<file path="src/rtl/input_pkg.sv">
// Shared button definitions: channel index constants and repeat FSM encoding.
package input_pkg;

  localparam int BTN_NEXT   = 0;
  localparam int BTN_PLAY   = 1;
  localparam int BTN_RESET  = 2;
  localparam int BTN_WEIGHT = 3;

  typedef enum logic [1:0] {
    IDLE   = 2'd0,
    DELAY  = 2'd1,
    REPEAT = 2'd2
  } rep_state_t;

endpackage

</file>
<file path="src/rtl/button_channel.sv">
// One button channel: 2-flop sync, saturating debounce filter, press pulse.
// Optional hold-to-repeat pulses when BUTTON_BANK_REPEAT_EN is defined.
module button_channel
  import input_pkg::*;
#(
  parameter int DEBOUNCE_WIDTH = 20,
  parameter int REPEAT_DELAY   = 50_000_000,
  parameter int REPEAT_RATE    = 10_000_000
) (
  input  logic clk,
  input  logic reset,
  input  logic in,
  output logic level,
  output logic pulse,
  output logic held
);

  if (DEBOUNCE_WIDTH < 1 || REPEAT_DELAY < 2 || REPEAT_RATE < 2) begin : g_bad_cfg
    $error("button_channel: illegal parameter set");
  end

  logic                      s1, s2;
  logic [DEBOUNCE_WIDTH-1:0] cnt;
  logic                      rise;
  logic                      rep_fire;

  // Filter saturates with s2 still high while level is low: level rises next edge.
  assign rise = s2 && !level && (cnt == '1);

  always_ff @(posedge clk) begin
    if (reset) begin
      s1    <= 1'b0;
      s2    <= 1'b0;
      cnt   <= '0;
      level <= 1'b0;
      pulse <= 1'b0;
    end else begin
      s1    <= in;
      s2    <= s1;
      pulse <= rise | rep_fire;
      if (s2 == level) begin
        cnt <= '0;
      end else if (cnt == '1) begin
        level <= s2;
        cnt   <= '0;
      end else begin
        cnt <= cnt + 1'b1;
      end
    end
  end

`ifdef BUTTON_BANK_REPEAT_EN
  localparam int RMAX = (REPEAT_DELAY > REPEAT_RATE) ? REPEAT_DELAY : REPEAT_RATE;
  localparam int RW   = $clog2(RMAX);
  localparam logic [RW-1:0] DLY_LAST  = RW'(REPEAT_DELAY - 1);
  localparam logic [RW-1:0] RATE_LAST = RW'(REPEAT_RATE - 1);

  rep_state_t    state, state_n;
  logic [RW-1:0] rcnt, rcnt_n;
  logic          held_n;

  always_ff @(posedge clk) begin
    if (reset) begin
      state <= IDLE;
      rcnt  <= '0;
      held  <= 1'b0;
    end else begin
      state <= state_n;
      rcnt  <= rcnt_n;
      held  <= held_n;
    end
  end

  // Press edge wins over the release check since level is still 0 on that edge.
  always_comb begin
    state_n  = state;
    rcnt_n   = rcnt;
    held_n   = held;
    rep_fire = 1'b0;
    if (rise) begin
      state_n = DELAY;
      rcnt_n  = '0;
      held_n  = 1'b0;
    end else if (!level) begin
      state_n = IDLE;
      rcnt_n  = '0;
      held_n  = 1'b0;
    end else begin
      case (state)
        DELAY: begin
          if (rcnt == DLY_LAST) begin
            rep_fire = 1'b1;
            rcnt_n   = '0;
            state_n  = REPEAT;
            held_n   = 1'b1;
          end else begin
            rcnt_n = rcnt + 1'b1;
          end
        end
        REPEAT: begin
          if (rcnt == RATE_LAST) begin
            rep_fire = 1'b1;
            rcnt_n   = '0;
          end else begin
            rcnt_n = rcnt + 1'b1;
          end
        end
        default: rcnt_n = '0;
      endcase
    end
  end
`else
  assign rep_fire = 1'b0;
  assign held     = 1'b0;
`endif

endmodule

</file>
<file path="src/rtl/button_bank.sv">
// N-channel button conditioner; one button_channel per pin, wiring only.
// Hold-to-repeat enabled by defining BUTTON_BANK_REPEAT_EN.
module button_bank
  import input_pkg::*;
#(
  parameter int N_BTN          = 4,
  parameter int DEBOUNCE_WIDTH = 20,
  parameter int REPEAT_DELAY   = 50_000_000,
  parameter int REPEAT_RATE    = 10_000_000
) (
  input  logic             clk,
  input  logic             reset,
  input  logic [N_BTN-1:0] in,
  output logic [N_BTN-1:0] level,
  output logic [N_BTN-1:0] pulse,
  output logic [N_BTN-1:0] held
);

  for (genvar i = 0; i < N_BTN; i++) begin : g_ch
    button_channel #(
      .DEBOUNCE_WIDTH (DEBOUNCE_WIDTH),
      .REPEAT_DELAY   (REPEAT_DELAY),
      .REPEAT_RATE    (REPEAT_RATE)
    ) u_ch (
      .clk   (clk),
      .reset (reset),
      .in    (in[i]),
      .level (level[i]),
      .pulse (pulse[i]),
      .held  (held[i])
    );
  end

endmodule

</file>
<file path="config.mk">
export PLATFORM = sky130hd
export DESIGN_NAME = button_bank
export DESIGN_NICKNAME = d
export VERILOG_FILES = /design/src/rtl/input_pkg.sv /design/src/rtl/button_channel.sv /design/src/rtl/button_bank.sv
export SDC_FILE = /design/constraint.sdc
export NUM_CORES = 1
export LEC_CHECK = 0
export BUFFER_PORTS_ARGS = -buffer_cell sky130_fd_sc_hd__buf_2
export CAP_MARGIN = 20
export CELL_PAD_IN_SITES_DETAIL_PLACEMENT = 0
export CELL_PAD_IN_SITES_GLOBAL_PLACEMENT = 1
export CORE_MARGIN = 1.5
export CORE_UTILIZATION = 51
export CTS_CLUSTER_SIZE = 24
export DETAILED_ROUTE_END_ITERATION = 8
export HOLD_SLACK_MARGIN = 0.03
export PLACE_DENSITY_LB_ADDON = 0.1
export SYNTH_ARGS = -nofsm -noshare
export SYNTH_HDL_FRONTEND = slang
export SYNTH_SLANG_ARGS = --single-unit
</file>
<file path="constraint.sdc">
create_clock -name clk -period 2.9 [get_ports clk]
set_clock_uncertainty 0.15 [all_clocks]
set_input_delay 0.145 -clock clk [delete_from_list [all_inputs] [get_ports clk]]
set_output_delay 0.145 -clock clk [all_outputs]
set_load 0.02 [all_outputs]
</file>
==> impl_metrics.env, run 1 <==
export IMPL_first_iter_violations=80
export IMPL_antenna_diode_count=0
export IMPL_area_share_of_the_largest_cell_type_after_synthesis=0.442
export IMPL_ratio_of_routed_vias_to_standard_cells=5.44
export IMPL_layout_cells_most_common_list="sky130_fd_sc_hd__dfxtp_1, sky130_fd_sc_hd__nor2_1, sky130_fd_sc_hd__xnor2_1, sky130_fd_sc_hd__nand4_1, sky130_fd_sc_hd__nand3_1"
export IMPL_route_vias_total=3291
export IMPL_setup_tns_final_ns=0
export IMPL_root_buffer="sky130_fd_sc_hd__clkbuf_8"
export IMPL_synth_warning_count=0
export IMPL_holdCritStartpoint="reset"
export IMPL_number_of_remaining_drc_errors=0
export IMPL_die_w_um=95.3
export IMPL_timing_final_crit_share=0.752
export IMPL_setup_viol=0
export IMPL_core_area_sq_mm=0.00822
export IMPL_setup_worst_path_start_class="flip-flop"
export IMPL_clkLatencyLatePin_ns=0.36
export IMPL_end_kind="flip-flop"
export IMPL_fin_util=0.572
export IMPL_number_of_synthesized_flops_with_an_enable_pin=0
export IMPL_chipHeight_um=95.3
export IMPL_final_slew_violations=0
export IMPL_worst_r2r_cell_count=5
export IMPL_worst_case_hold_slack_ns=0.0437
export IMPL_drt_pass1_iter_count=4
export IMPL_grt_first_pass_wirelength_um=13600
export IMPL_cts_hold_fix_buffers=4
export IMPL_crit_arrival_ns=2.25
export IMPL_min_path_cells=2
export IMPL_mapped_area_sq_mm=0.00434
export IMPL_global_route_usage_total=0.188
export IMPL_hold_path_end="g_ch[1].u_ch.s1"
export IMPL_wire_per_inst_um=13.0
export IMPL_drv_max_cap_violation_count=0
export IMPL_finalWorstPathRequiredPeriod_ns=2.18
export IMPL_postCtsResizedCells=0
export IMPL_io_buffer_count=13
export IMPL_most_frequent_standard_cell_in_the_layout_excluding_fill_and_tap_cells="sky130_fd_sc_hd__dfxtp_1"
export IMPL_post_synth_cell_area_avg_sq_um=8.92
export IMPL_postRouteWirelength_um=7850
export IMPL_postSynth_topFlopCell="sky130_fd_sc_hd__dfxtp_1"
export IMPL_clockBufferDepth=2
export IMPL_finish_instance_area_sq_mm=0.00470
export IMPL_grt_remaining_overflow=0
export IMPL_crit_path_start="g_ch[2].u_ch.cnt[0]"
export IMPL_ff_to_ff_end="g_ch[2].u_ch.cnt[4]"
export IMPL_syn_instance_count=487
export IMPL_die_area_sq_mm=0.00908
export IMPL_power_leakage_nw=1.48
export IMPL_finish_net_count=509
export IMPL_cts_tree="yes"
export IMPL_max_slew_margin_rel=0.502
export IMPL_cts_max_level=3
export IMPL_number_of_register_bits_inferred_by_synthesis=96
export IMPL_worst_setup_path_type="flip-flop to flip-flop"
export IMPL_irDropWorstVdd_uv=289
export IMPL_powerDensity_mw_per_mm2=519
export IMPL_cts_reportedPaths_clkPinSlew_ns=0.09
export IMPL_finalHoldViolCount=0
export IMPL_area_delta_synth_final_pct=8.27
export IMPL_synth_async_sr_flop_share=0
export IMPL_num_rows=33
export IMPL_rsz0062_at_grt="no"
export IMPL_design_portCount=18
export IMPL_hold_path_class="primary input to flip-flop"
export IMPL_timing_rr_start="g_ch[2].u_ch.cnt[0]"
export IMPL_share_of_final_layout_standard_cells_stronger_than_drive_strength_1=0.0820
export IMPL_grt_pass1_vias=2995
export IMPL_synth_largest_area_cell="sky130_fd_sc_hd__dfxtp_1"
export IMPL_post_dp_cell_area_sq_mm=0.00441
export IMPL_seq_area_frac_synth=0.442
export IMPL_antenna_left=0
export IMPL_dpl_hpwl_um=5410
export IMPL_clock_buffer_count_from_cts=9
export IMPL_worst_setup_slack_for_register_to_register_paths_ns=0.72
export IMPL_critPathRequiredTime_ns=2.97
export IMPL_max_freq_ghz=0.459
export IMPL_timing_final_ws_setup_ns=0.721
export IMPL_pre_cts_slack_ns=0.709
export IMPL_place_gp_congestion=0.797
export IMPL_post_synth_main_area_contributors="sky130_fd_sc_hd__dfxtp_1, sky130_fd_sc_hd__nor2_1, sky130_fd_sc_hd__xnor2_1, sky130_fd_sc_hd__xor2_1, sky130_fd_sc_hd__nand4_1"
export IMPL_postCtsSetupBuffers=0
export IMPL_tritoncts_num_sinks=96
export IMPL_layout_filler_cells=755
export IMPL_grt_antenna_before_repair=0
export IMPL_grt_max_degree=20
export IMPL_worst_slew_pin_tran_ns=0.747
export IMPL_status="completed"
export IMPL_post_synth_num_cell_types=56
export IMPL_starting_density_of_the_core=0.529
export IMPL_critPathMaxFanout=18
## sequential cells by signal, summed over array words and instances, names as in the netlist
name and flops:
g_ch.u_ch.cnt 80, g_ch.u_ch.s2 4, g_ch.u_ch.s1 4, g_ch.u_ch.level 4, g_ch.u_ch.pulse 4
## worst max path at each step
stage                                       to  slack (ns)  cells after the start
after floorplan           g_ch[3].u_ch.cnt[10]        0.94                      7
after global placement     g_ch[2].u_ch.cnt[9]        0.79                      5
after detailed placement  g_ch[2].u_ch.cnt[10]        0.71                      5
after CTS                  g_ch[2].u_ch.cnt[4]        0.71                      5
after global routing       g_ch[2].u_ch.cnt[4]        0.50                      5
final                      g_ch[2].u_ch.cnt[4]        0.72                      5
## area by class of cell
type / instances / area [sq um] / area share
clock buffer: 11 / 151 / 0.0322
clock inverter: 5 / 103 / 0.0218
inverter: 17 / 63.8 / 0.0136
multi-input combinational: 352 / 2210 / 0.470
sequential: 96 / 1920 / 0.409
tap: 105 / 131 / 0.0279
timing repair buffer: 19 / 120 / 0.0255
## metal layers
metal | track usage | vias up | routed length [um]
met5 | 0 | - | 0
met3 | 0.0407 | 10 | 238
met2 | 0.284 | 49 | 3410
met4 | 0.0659 | 0 | 99
li1 | - | 1734 | -
met1 | 0.264 | 1498 | 4110
## worst max-delay path: stages, from the launching register on
cell	delay, ns
sky130_fd_sc_hd__dfxtp_1	0.39
sky130_fd_sc_hd__ha_1	0.22
sky130_fd_sc_hd__and3_1	0.31
sky130_fd_sc_hd__nand4_1	0.22
sky130_fd_sc_hd__o21bai_2	0.64
sky130_fd_sc_hd__nor2_1	0.11
## power by group
group / total, mW / internal (mW) / switching, mW
Clock: 1.07 / 0.619 / 0.454
Combinational: 0.0390 / 0.0139 / 0.0251
Sequential: 1.33 / 1.32 / 0.00422
## per-stage QoR
stage               total power [mW]  cells
CTS                             2.47    605
global route                    2.53    605
floorplan                       1.39    490
detailed placement              1.39    585
global placement                1.39    585
finish                          2.44    605
## cell families after synthesis
group	synth area share
compound gates	0.0697
xor+xnor	0.113
fa+ha+maj	0.0230
buf+inv	0.0510
flops	0.442
other cells	0.000863
simple gates	0.300
## Yosys cell counts (all sizes together) (2+ instances only)
library cell,count
dfxtp,96
nor2,74
nand4,31
xnor2,31
nand3,28
xor2,25
buf,22
nand2,21
inv,17
nor4,17
and4,16
a21oi,14
nor3,12
and3,11
nor2b,9
or3,9
ha,8
o21ai,7
or2,4
clkbuf,3
o31ai,3
or4,3
a21o,2
a31o,2
o221ai,2
o41ai,2
(Power assumes the default switching activity.)
==> run 2, diff against run 1 <==
--- a/config.mk
+++ b/config.mk
@@ -10,7 +10,7 @@
 export CELL_PAD_IN_SITES_DETAIL_PLACEMENT = 0
 export CELL_PAD_IN_SITES_GLOBAL_PLACEMENT = 1
 export CORE_MARGIN = 1.5
-export CORE_UTILIZATION = 51
+export CORE_UTILIZATION = 47
 export CTS_CLUSTER_SIZE = 24
 export DETAILED_ROUTE_END_ITERATION = 8
 export HOLD_SLACK_MARGIN = 0.03
==> constraint.sdc (replaced) <==
create_clock -name clk -period 2.05 [get_ports clk]
set_clock_uncertainty 0.15 [all_clocks]
set_input_delay 0.1025 -clock clk [delete_from_list [all_inputs] [get_ports clk]]
set_output_delay 0.1025 -clock clk [all_outputs]
set_load 0.02 [all_outputs]
==> run 2 against run 1 <==
  * Combinational power increased by 73%
  * Non-clock buffer count rose by 26
  * Maximum frequency is 17% higher
  * Total power up 36%
  * Sequential power grew 41%
  * Count of clock-buffer cells in the layout is 2 lower
==> impl_metrics.env, run 2 (synthesized netlist as in run 1, its figures left out) <==
export IMPL_worst_setup_path_type="flip-flop to flip-flop"
export IMPL_io_buffer_count=13
export IMPL_grt_first_pass_wirelength_um=14600
export IMPL_die_w_um=99.1
export IMPL_layout_area_seq_sq_mm=0.00192
export IMPL_cts_tree="yes"
export IMPL_max_flop_register="g_ch.u_ch.cnt"
export IMPL_total_power_mw=3.31
export IMPL_net_switching_power_mw=0.719
export IMPL_critPathMaxFanout=5
export IMPL_area_delta_synth_final_pct=12.6
export IMPL_core_area_sq_mm=0.00885
export IMPL_design_portCount=18
export IMPL_largest_register_ffs=80
export IMPL_finalHoldViolCount=0
export IMPL_fin_util=0.553
export IMPL_critPathRequiredTime_ns=2.18
export IMPL_clock_buffer_count_from_cts=9
export IMPL_antenna_diode_count=0
export IMPL_rsz0062_at_grt="no"
export IMPL_worst_case_hold_slack_ns=0.298
export IMPL_tritoncts_num_sinks=96
export IMPL_power_leakage_nw=1.60
export IMPL_end_kind="flip-flop"
export IMPL_route_vias_total=3405
export IMPL_pre_cts_slack_ns=0.211
export IMPL_chipHeight_um=99.1
export IMPL_grt_pass1_vias=3172
export IMPL_status="completed"
export IMPL_grt_remaining_overflow=0
export IMPL_seqPwrFrac=0.567
export IMPL_share_comb_of_total_power=0.020
export IMPL_layout_filler_cells=821
export IMPL_share_of_final_layout_standard_cells_stronger_than_drive_strength_1=0.118
export IMPL_postRouteWirelength_um=8330
export IMPL_instances_no_fill=634
export IMPL_clkLatencyLatePin_ns=0.35
export IMPL_timing_final_ws_setup_ns=0.193
export IMPL_finish_net_count=535
export IMPL_first_iter_violations=68
export IMPL_grt_antenna_before_repair=0
export IMPL_irDropWorstVdd_uv=358
export IMPL_finalWorstPathRequiredPeriod_ns=1.86
export IMPL_setup_tns_final_ns=0
export IMPL_crit_arrival_ns=1.99
export IMPL_place_gp_congestion=0.792
export IMPL_area_used_by_multi_input_combinational_logic_sq_mm=0.00221
export IMPL_most_frequent_standard_cell_in_the_layout_excluding_fill_and_tap_cells="sky130_fd_sc_hd__dfxtp_1"
export IMPL_finish_instance_area_sq_mm=0.00489
export IMPL_p_clk_frac=0.412
export IMPL_grt_max_degree=20
export IMPL_timing_final_crit_share=0.906
export IMPL_post_dp_cell_area_sq_mm=0.00458
export IMPL_die_area_sq_mm=0.00983
export IMPL_netSwitchingFraction=0.217
export IMPL_drt_pass1_iter_count=4
export IMPL_setup_viol=0
export IMPL_clockBufferDepth=2
export IMPL_drv_max_cap_violation_count=0
export IMPL_powerDensity_mw_per_mm2=677
export IMPL_ratio_of_routed_vias_to_standard_cells=5.37
export IMPL_final_slew_violations=0
export IMPL_cts_reportedPaths_clkPinSlew_ns=0.10
export IMPL_dpl_hpwl_um=5770
export IMPL_root_buffer="sky130_fd_sc_hd__clkbuf_8"
export IMPL_max_freq_ghz=0.538
export IMPL_starting_density_of_the_core=0.491
export IMPL_wire_per_inst_um=13.1
export IMPL_num_rows=34
export IMPL_placed_cells_incl_taps=609
export IMPL_global_route_usage_total=0.181
export IMPL_antenna_left=0
export IMPL_cts_max_level=3
export IMPL_layout_cells_most_common_list="sky130_fd_sc_hd__dfxtp_1, sky130_fd_sc_hd__nor2_1, sky130_fd_sc_hd__xnor2_1, sky130_fd_sc_hd__nand4_1, sky130_fd_sc_hd__nand3_1"
export IMPL_hold_path_class="flip-flop to flip-flop"
export IMPL_number_of_remaining_drc_errors=0
export IMPL_setup_worst_path_start_class="flip-flop"
export IMPL_cell_internal_pwr_mw=2.59
run 2: what timing repair did:
item                                    CTS  global route
setup buffers                             0             0
hold buffers                              9             0
endpoints found under the hold margin    10             0
endpoints found under the setup margin    0             0
resized for setup                         0             0
run 2: area by class of cell:
class / instances / area share
well taps: 108 / 0.0276
repair buffers: 45 / 0.0696
inverters: 17 / 0.0130
clock inverters: 7 / 0.0192
clock buffers: 9 / 0.0253
flip-flops and latches: 96 / 0.393
multi-input cells: 352 / 0.452
run 2: critical path: stages (launching register included):
cell and delay, ns:
sky130_fd_sc_hd__dfxtp_1 0.39, sky130_fd_sc_hd__ha_1 0.21, sky130_fd_sc_hd__nand3_1 0.19, sky130_fd_sc_hd__or3_1 0.40, sky130_fd_sc_hd__or3_1 0.31, sky130_fd_sc_hd__a21oi_1 0.13
run 2: worst paths after layout:
| kind | startpoint | to | slack, ns | cells after the start |
|---|---|---|---|---|
| worst min-delay path | g_ch[2].u_ch.s1 | g_ch[2].u_ch.s2 | 0.30 | 1 |
| worst min register to register | g_ch[2].u_ch.s1 | g_ch[2].u_ch.s2 | 0.30 | 1 |
| worst max register to register | g_ch[0].u_ch.cnt[0] | g_ch[0].u_ch.cnt[16] | 0.19 | 5 |
| worst max-delay path | g_ch[0].u_ch.cnt[0] | g_ch[0].u_ch.cnt[16] | 0.19 | 5 |
run 2: power by group through the flow:
stage	Clock, mW	Combinational [mW]	Sequential (mW)
finish	1.36	0.0673	1.88
CTS	1.40	0.0672	1.88
detailed placement	0	0.0542	1.92
floorplan	0	0.0417	1.92
global placement	0	0.0538	1.92
global route	1.49	0.0753	1.88
run 2: per-layer routing:
layer / track usage / vias up / wire, um / share of wire
met5: 0 / - / 0 / 0
met4: 0.0585 / 0 / 99 / 0.012
met3: 0.0260 / 9 / 154 / 0.018
met2: 0.284 / 33 / 3700 / 0.44
met1: 0.257 / 1583 / 4370 / 0.53
li1: - / 1780 / - / -
==> run 3, diff against run 2 <==
--- a/config.mk
+++ b/config.mk
@@ -10,7 +10,8 @@
 export CELL_PAD_IN_SITES_DETAIL_PLACEMENT = 0
 export CELL_PAD_IN_SITES_GLOBAL_PLACEMENT = 1
 export CORE_MARGIN = 1.5
-export CORE_UTILIZATION = 47
+export CORE_UTILIZATION = 30
+export CTS_BUF_LIST = sky130_fd_sc_hd__clkbuf_8
 export CTS_CLUSTER_SIZE = 24
 export DETAILED_ROUTE_END_ITERATION = 8
 export HOLD_SLACK_MARGIN = 0.03
==> run 3 against run 2 <==
  * Sequential power hardly changed
  * Combinational power is 11% lower
  * Global-route usage is 4.9 points lower
  * Via count is 0.85% lower
  * Flip-flop and latch count stayed put
  * Critical path type unchanged
  * Design area stayed put
  * Count of clock-buffer cells in the layout is 3 higher
  * Die area is 55% higher
  * Sequential share of layout area stayed put
  * Register-to-register slack worse by 0.05 ns
==> impl_metrics.env, run 3 (synthesized netlist as in run 1, its figures left out) <==
export IMPL_die_area_sq_mm=0.0152
export IMPL_setup_tns_final_ns=0
export IMPL_instances_no_fill=701
export IMPL_timing_critical_path_slowest_stage_cell="sky130_fd_sc_hd__dfxtp_1"
export IMPL_clock_buffer_count_from_cts=9
export IMPL_starting_density_of_the_core=0.311
export IMPL_share_comb_of_total_power=0.019
export IMPL_io_buffer_count=13
export IMPL_cts_max_level=3
export IMPL_crit_path_cell_trace="ha_1 > nand3_1 > or3_1 > or3_1 > a21oi_1"
export IMPL_crit_arrival_ns=2.06
export IMPL_max_flop_register="g_ch.u_ch.cnt"
export IMPL_power_leakage_nw=1.56
export IMPL_crit_buf_inv=0
export IMPL_antenna_left=0
export IMPL_largest_register_ffs=80
export IMPL_end_kind="flip-flop"
export IMPL_critPathMostFrequentCell="sky130_fd_sc_hd__or3_1"
export IMPL_cell_internal_pwr_mw=2.42
export IMPL_min_path_cells=1
export IMPL_status="completed"
export IMPL_finish_net_count=532
export IMPL_timing_rr_start="g_ch[0].u_ch.cnt[0]"
export IMPL_number_of_remaining_drc_errors=0
export IMPL_grt_max_degree=19
export IMPL_chipHeight_um=123
export IMPL_place_gp_congestion=0.741
export IMPL_area_used_by_multi_input_combinational_logic_sq_mm=0.00221
export IMPL_worst_setup_path_type="flip-flop to flip-flop"
export IMPL_core_area_sq_mm=0.0140
export IMPL_ratio_of_routed_vias_to_standard_cells=4.82
export IMPL_grt_pass1_vias=3276
export IMPL_critPathRequiredTime_ns=2.20
export IMPL_design_portCount=18
export IMPL_setup_viol=0
export IMPL_clkLatencyLatePin_ns=0.37
export IMPL_setup_worst_path_start_class="flip-flop"
export IMPL_rsz0062_at_grt="no"
export IMPL_tritoncts_num_sinks=96
export IMPL_irDropWorstVdd_uv=373
export IMPL_dpl_hpwl_um=6510
export IMPL_finalHoldViolCount=0
export IMPL_pre_cts_slack_ns=0.177
export IMPL_root_buffer="sky130_fd_sc_hd__clkbuf_8"
export IMPL_antenna_diode_count=0
export IMPL_seqPwrFrac=0.606
export IMPL_drt_pass1_iter_count=4
export IMPL_holdCritStartpoint="g_ch[2].u_ch.s1"
export IMPL_grt_first_pass_wirelength_um=15600
export IMPL_route_vias_total=3376
export IMPL_layout_cells_most_common_list="sky130_fd_sc_hd__dfxtp_1, sky130_fd_sc_hd__nor2_1, sky130_fd_sc_hd__xnor2_1, sky130_fd_sc_hd__nand4_1, sky130_fd_sc_hd__nand3_1"
export IMPL_p_clk_frac=0.375
export IMPL_finalWorstPathRequiredPeriod_ns=1.91
export IMPL_grt_antenna_before_repair=0
export IMPL_wire_per_inst_um=13.1
export IMPL_cts_reportedPaths_clkPinSlew_ns=0.09
export IMPL_worst_setup_slack_for_register_to_register_paths_ns=0.14
export IMPL_timing_final_crit_share=0.931
export IMPL_area_delta_synth_final_pct=12.6
export IMPL_share_of_final_layout_standard_cells_stronger_than_drive_strength_1=0.113
export IMPL_drv_max_cap_violation_count=0
export IMPL_num_rows=43
export IMPL_cpLargestDelayFamily="simple AND/OR/NAND/NOR gates"
export IMPL_die_w_um=123
export IMPL_netSwitchingFraction=0.220
export IMPL_most_frequent_standard_cell_in_the_layout_excluding_fill_and_tap_cells="sky130_fd_sc_hd__dfxtp_1"
export IMPL_max_freq_ghz=0.524
export IMPL_net_switching_power_mw=0.683
export IMPL_grt_remaining_overflow=0
export IMPL_layout_area_seq_sq_mm=0.00192
export IMPL_critPathMaxFanout=5
export IMPL_first_iter_violations=161
export IMPL_hold_path_class="flip-flop to flip-flop"
export IMPL_global_route_usage_total=0.132
export IMPL_ff_to_ff_end="g_ch[0].u_ch.cnt[16]"
export IMPL_powerDensity_mw_per_mm2=634
export IMPL_timing_final_ws_setup_ns=0.141
export IMPL_layout_filler_cells=1459
export IMPL_critPathMaxStageDelay_ns=0.40
export IMPL_clockBufferDepth=2
export IMPL_placed_cells_incl_taps=682
export IMPL_postCtsSetupBuffers=0
export IMPL_final_slew_violations=0
export IMPL_postRouteWirelength_um=9180
export IMPL_postCtsResizedCells=0
export IMPL_cts_tree="yes"
export IMPL_hold_path_end="g_ch[2].u_ch.s2"
export IMPL_worst_r2r_cell_count=5
run 3: cell count changes in the layout (fill, tap and decap cells not counted), sizes merged:
cell,previous run,this run
dlygate4sd3,9,5
clkbuf,9,12
bufinv,2,0
clkinv,2,0
clkinvlp,2,0
buf,36,37
inv,18,19
run 3: power groups by stage:
stage	Clock (mW)	Combinational (mW)	Sequential (mW)
after CTS	1.24	0.0618	1.88
final	1.16	0.0600	1.88
after global placement	0	0.0547	1.92
after floorplan	0	0.0417	1.92
after detailed placement	0	0.0546	1.92
after global routing	1.31	0.0684	1.88
run 3: worst max-delay path by stage:
stage                        startpoint              endpoint  slack, ns  depth (start not counted)
finish              g_ch[0].u_ch.cnt[0]  g_ch[0].u_ch.cnt[16]       0.14                          5
global route        g_ch[0].u_ch.cnt[0]  g_ch[0].u_ch.cnt[16]       0.03                          5
CTS                 g_ch[0].u_ch.cnt[0]  g_ch[0].u_ch.cnt[16]       0.14                          5
detailed placement  g_ch[0].u_ch.cnt[0]  g_ch[0].u_ch.cnt[16]       0.18                          5
global placement    g_ch[0].u_ch.cnt[0]  g_ch[0].u_ch.cnt[16]       0.22                          5
floorplan           g_ch[3].u_ch.cnt[0]  g_ch[3].u_ch.cnt[10]       0.09                          7
run 3: final cells by class:
type	count	area share
clock buffer	12	0.0338
inverter	17	0.0130
multi-input combinational	352	0.452
timing repair buffer	42	0.0604
clock inverter	2	0.00153
sequential	96	0.393
tap	180	0.0460
run 3: metal layers:
layer  routed length (um)  GRT usage  vias up
met3                  292     0.0457        4
met4                   77     0.0374        0
li1                     -          -     1778
met2                 4230      0.213       39
met1                 4580      0.167     1555
met5                    0          0        -
run 3: repair_timing:
| action | in CTS | in global routing |
|---|---|---|
| hold buffers | 5 | 0 |
| hold endpoints to repair | 12 | 0 |
| setup endpoints to repair | 0 | 0 |
run 3: through the flow:
stage / power (mW) / hold WS [ns] / area [sq um] / util
floorplan: 1.96 / 0.0807 / 4360 / -
global placement: 1.98 / 0.197 / 4670 / 0.334
detailed placement: 1.98 / 0.195 / 4670 / 0.334
CTS: 3.18 / 0.305 / 4890 / 0.350
global route: 3.26 / 0.311 / 4890 / 0.350
finish: 3.10 / 0.299 / 4890 / 0.350
